[src/rtl/ej32_rom_ldr.sv]
// Cold-start loader: copies LEN bytes from the boot ROM into SRAM over the 8-bit bus,
// owning the bus (rom_en) for the duration and raising a sticky done when finished.
module ej32_rom_ldr #(
  parameter int               ASZ = 17,
  parameter logic [ASZ-1:0]   SRC = '0,
  parameter logic [ASZ-1:0]   DST = '0,
  parameter logic [ASZ:0]     LEN = 'h1000
) (
  input  logic           clk,
  input  logic           rst,
  input  logic           start,
  input  logic           hold,
  output logic [ASZ-1:0] rom_a,
  input  logic [7:0]     rom_d,
  output logic           rom_en,
  output logic [ASZ-1:0] mem_a,
  output logic [7:0]     mem_d,
  output logic           mem_we,
  output logic           busy,
  output logic           done,
  output logic [7:0]     csum,
  output logic [1:0]     state_dbg
);

  typedef enum logic [1:0] {IDLE, PRIME, COPY, FIN} state_t;

  localparam logic [ASZ:0] ONE  = {{ASZ{1'b0}}, 1'b1};
  localparam logic [ASZ:0] LAST = LEN - ONE;

  state_t         state, state_n;
  logic [ASZ:0]   count;
  logic [ASZ-1:0] mem_a_q;
  logic [7:0]     mem_d_q;
  logic [7:0]     csum_q;
  logic           done_q;
  logic           wr;
  logic           last;

  assign wr   = (state == COPY) && !hold;
  assign last = (count == LAST);

  always_ff @(posedge clk or posedge rst) begin
    if (rst) state <= IDLE;
    else     state <= state_n;
  end

  always_comb begin
    state_n = state;
    case (state)
      IDLE:  if (start) state_n = (LEN != '0) ? PRIME : FIN;
      PRIME: if (!hold) state_n = COPY;
      COPY:  if (wr && last) state_n = FIN;
      FIN:   state_n = IDLE;
      default: state_n = IDLE;
    endcase
  end

  // Datapath registers: counter, checksum, sticky done, and the last written address/data.
  always_ff @(posedge clk or posedge rst) begin
    if (rst) begin
      count   <= '0;
      csum_q  <= '0;
      done_q  <= 1'b0;
      mem_a_q <= DST;
      mem_d_q <= '0;
    end else begin
      if (state == IDLE && start) begin
        count  <= '0;
        csum_q <= '0;
        done_q <= 1'b0;
      end
      if (wr) begin
        count   <= count + ONE;
        csum_q  <= csum_q + rom_d;
        mem_a_q <= DST + count[ASZ-1:0];
        mem_d_q <= rom_d;
        if (last) done_q <= 1'b1;
      end
      // Covers the zero-length path, which reaches FIN without ever writing.
      if (state == FIN) done_q <= 1'b1;
    end
  end

  // While writing, the ROM is already fetching the next byte; while held, the pending
  // byte's address is re-presented so rom_d is still that byte once hold drops.
  always_comb begin
    busy      = (state == PRIME) || (state == COPY);
    rom_en    = busy;
    mem_we    = wr;
    rom_a     = SRC + count[ASZ-1:0] + ASZ'(wr);
    mem_a     = wr ? (DST + count[ASZ-1:0]) : mem_a_q;
    mem_d     = wr ? rom_d : mem_d_q;
    done      = done_q;
    csum      = csum_q;
    state_dbg = state;
  end

endmodule
[config.mk]
export PLATFORM = sky130hd
export DESIGN_NAME = ej32_rom_ldr
export DESIGN_NICKNAME = d
export VERILOG_FILES = /design/src/rtl/ej32_rom_ldr.sv
export SDC_FILE = /design/constraint.sdc
export NUM_CORES = 1
export LEC_CHECK = 0
export ABC_CLOCK_PERIOD_IN_PS = 7900
export CORE_ASPECT_RATIO = 1.1
export CORE_MARGIN = 2
export CORE_UTILIZATION = 50
export DETAILED_ROUTE_END_ITERATION = 7
export HOLD_SLACK_MARGIN = 0.06
export PLACE_DENSITY = 0.87
export SYNTH_ARGS = -nofsm -noshare
export SYNTH_HDL_FRONTEND = slang
export SYNTH_SLANG_ARGS = --single-unit
export TNS_END_PERCENT = 5
[constraint.sdc]
create_clock -name clk -period 7.9 [get_ports clk]
set_input_delay 0.79 -clock clk [delete_from_list [all_inputs] [get_ports clk]]
set_output_delay 0.79 -clock clk [all_outputs]
set_load 0.03 [all_outputs]
==> results.md <==
* Flip-flop cell with the highest count after synthesis: dfrtp_1
* Number of CTS-inserted buffers at 5
* Critical Path Start Type: input port
* Hold crit path type: flip-flop to flip-flop
* Area overhead of the layout relative to synthesis at 26.57%
* Number of fillers in the final layout at 450
* Total vias in the final route at 2462
* Post-DRT Antenna Nets at 0
* Maximum number of pins on one net before global-route repair at 55
* CTS Buffer Depth at 2
* Critical setup path kind: input port to output port
* Sequential share of the synthesized area at 47.20%
* Number of pins with negative max-slew slack in the final report at 0
* Max-cap check violation count at 0
* Final cell utilization of the core at 66.30%
* Post-CTS Setup Bufs at 0
* Floorplan row count at 28
* Initial antenna violation count at 0
* Vias in the first global route at 2439
* Global route overflow at 0
* Overall track demand over capacity in global routing at 21.60%
* DP Wirelength at 4603 µm
* FMAX at 0.2082 GHz
* Worst path arrival time at 4010 ps
* Syn. warnings at 0
* Post-synth EDFFs at 0
* Cell count after synthesis at 319
* Number of top-level pins at 68
* Total leakage power at 0.001771 µW
* Routability cong. at 0.8111
* Aggregate routed wire length at 6592 µm
* Number of remaining DRC errors at 0
* Result of the run: completed
* Number of endpoints failing setup at the final stage at 0
* Die width at 76.15 µm
* Tightest slew margin relative to the limit at 26.77%
* Starting density of the core at 52.38%
* Cell accounting for the most synthesized area: dfrtp_1
* Accumulated negative setup slack at 0 ps
* Worst VDD drop at 0.3214 mV
* RSZ-0062 raised after global routing: false
* Synthesized area at 2863 µm²
* Number of inserted diodes at 0
* Cells resized by post-CTS repair at 0
* Master cell of the clock root buffer: clkbuf_8
* Clock slew at reported path FFs at 90 ps
* Seq cells post-synth at 54
* CTS Hold Buffers Added at 0
* Final Hold Fails at 0
* Final worst path period share at 60.81%
* Mean instance size in the synthesized netlist at 8.974 µm²
* Largest fanout of any net on the critical path at 36
* Routed vias/inst at 5.483
* Net count after synthesis at 347
* Overall die area at 6347 µm²
* Port Buffer Count at 67
* Detail-routed net length per standard cell at 14.68 µm
* Layout cell share with drive strength beyond 1 at 3.743%
* Fin crit period at 4804 ps
* Number of iterations in the first detailed-routing pass at 4
* TritonCTS clock tree: yes
* Critical Path End Type: output port
* CTS sink cnt at 54
* Clock H-tree levels at 2
* Placeable Area at 5465 µm²
* Clock Latency Late Sink at 310 ps
* Slew of the pin with the lowest slew margin at 1097 ps
* Chip Height at 83.36 µm
* Async SR Flop Fraction at 100.0%
* Clock Skew at 8.453 ps
* Power per cell area at 286.6 nW/µm²
* Number of distinct library cell variants in the gate-level netlist after synthesis at 40
* Endpoint required time on the critical path at 7110 ps
* Layout net count at 402
* Wire length of the first global-routing pass at 11310 µm
* Top cell type's share of synthesized area at 47.20%
* Dominant cells by area after synthesis: dfrtp_1 (47%), nand2_1 (12%), ha_1 (6.6%)
* DRC marker count from the first detailed-route iteration at 250
state kept, by name, summed over array words and instances, names as in the netlist:
name       cells
count         18
csum           8
done           1
mem_a_q       17
mem_d_q        8
state_dbg      2
through the flow:
step	power (µW)	instance area, µm²	hold WS (ps)	cells	worst slack [ps]
finish	1038	3623	478.9	449	3096
global route	1100	3623	497.8	449	2834
CTS	1043	3623	479.7	449	3066
detailed placement	893.8	3545	456.3	442	3082
global placement	879.8	3545	453.7	442	3191
floorplan	713.1	2863	439.7	319	3858
per-layer routing:
metal / routed length, µm / global-route usage [%] / vias to the layer above
li1: - / - / 1181
met1: 2822 / 27.83 / 1172
met2: 3162 / 35.96 / 95
met3: 500 / 6.087 / 14
met4: 106 / 5.785 / 0
met5: 0 / 0 / -
kinds of logic after synthesis:
kind of cell | count (synthesis) | synth area share [%]
adder cells (fa/ha/maj) | 16 | 7.255
AND/OR/NAND/NOR | 136 | 20.72
buffers and inverters | 34 | 5.070
flip-flops | 54 | 47.20
AO/OA/AOI/OAI | 56 | 12.28
XOR/XNOR | 18 | 5.507
multiplexers | 5 | 1.967
cells in the mapped netlist, drive strengths merged, types with 3 or more instances:
library cell	number
clkbuf	14
o31ai	7
nand3	15
a21oi	7
xor2	13
xnor2	5
and3	4
buf	6
nor2	9
ha	15
nand4	4
o21ai	22
dfrtp	54
o211ai	8
a211oi	3
nand2	93
nor3	3
mux2i	3
inv	14
cell usage in the layout, fill, tap and decap left out, types with 4 or more instances in the layout:
master and instances:
dfrtp_1 54, ha_1 15, clkdlybuf4s50_1 67, o21ai_0 22, o31ai_1 7, a21oi_1 7, nand2_1 93, xor2_1 13
nor2_1 9, clkbuf_8 5, inv_1 12, and3_1 4, nand3_1 15, o211ai_1 8, xnor2_1 5
worst max-delay path, stage by stage:
cell,delay (ps)
clkdlybuf4s50_1,440
nand2b_1,160
buf_4,240
inv_4,330
ha_1,240
and3_1,200
nand3_1,190
nor3_1,400
nand3_1,140
xnor2_1,160
clkdlybuf4s50_1,690
power by group:
group,leakage (µW),switching [µW],internal [µW],total (µW)
Clock,0.0000438,88.1,59.8,148
Sequential,0.000727,35.7,326,362
Combinational,0.00100,322,206,528
Total,0.00177,446,593,1040
final timing paths:
check	slack (ps)	endpoint	from	cells after the start
setup reg to reg	4590	state_dbg[1]	state_dbg[0]	10
hold / removal	480	mem_d_q[0]	mem_d_q[0]	2
hold reg to reg	480	mem_d_q[0]	mem_d_q[0]	2
setup / recovery	3100	rom_a[15]	hold	11
max in group asynchronous	6150	done	rst	2
min in group asynchronous	1080	csum[6]	rst	2
final cells by class:
class	instances	area (µm²)	share of cell area (%)
inverters	14	55.05	1.519
clock buffers	5	68.82	1.899
repair buffers	68	678.2	18.72
flip-flops and latches	54	1351	37.29
well taps	75	93.84	2.590
multi-input cells	231	1366	37.71
clock inverters	2	10.01	0.2762
Note: power is estimated with default switching activity, not from simulation.
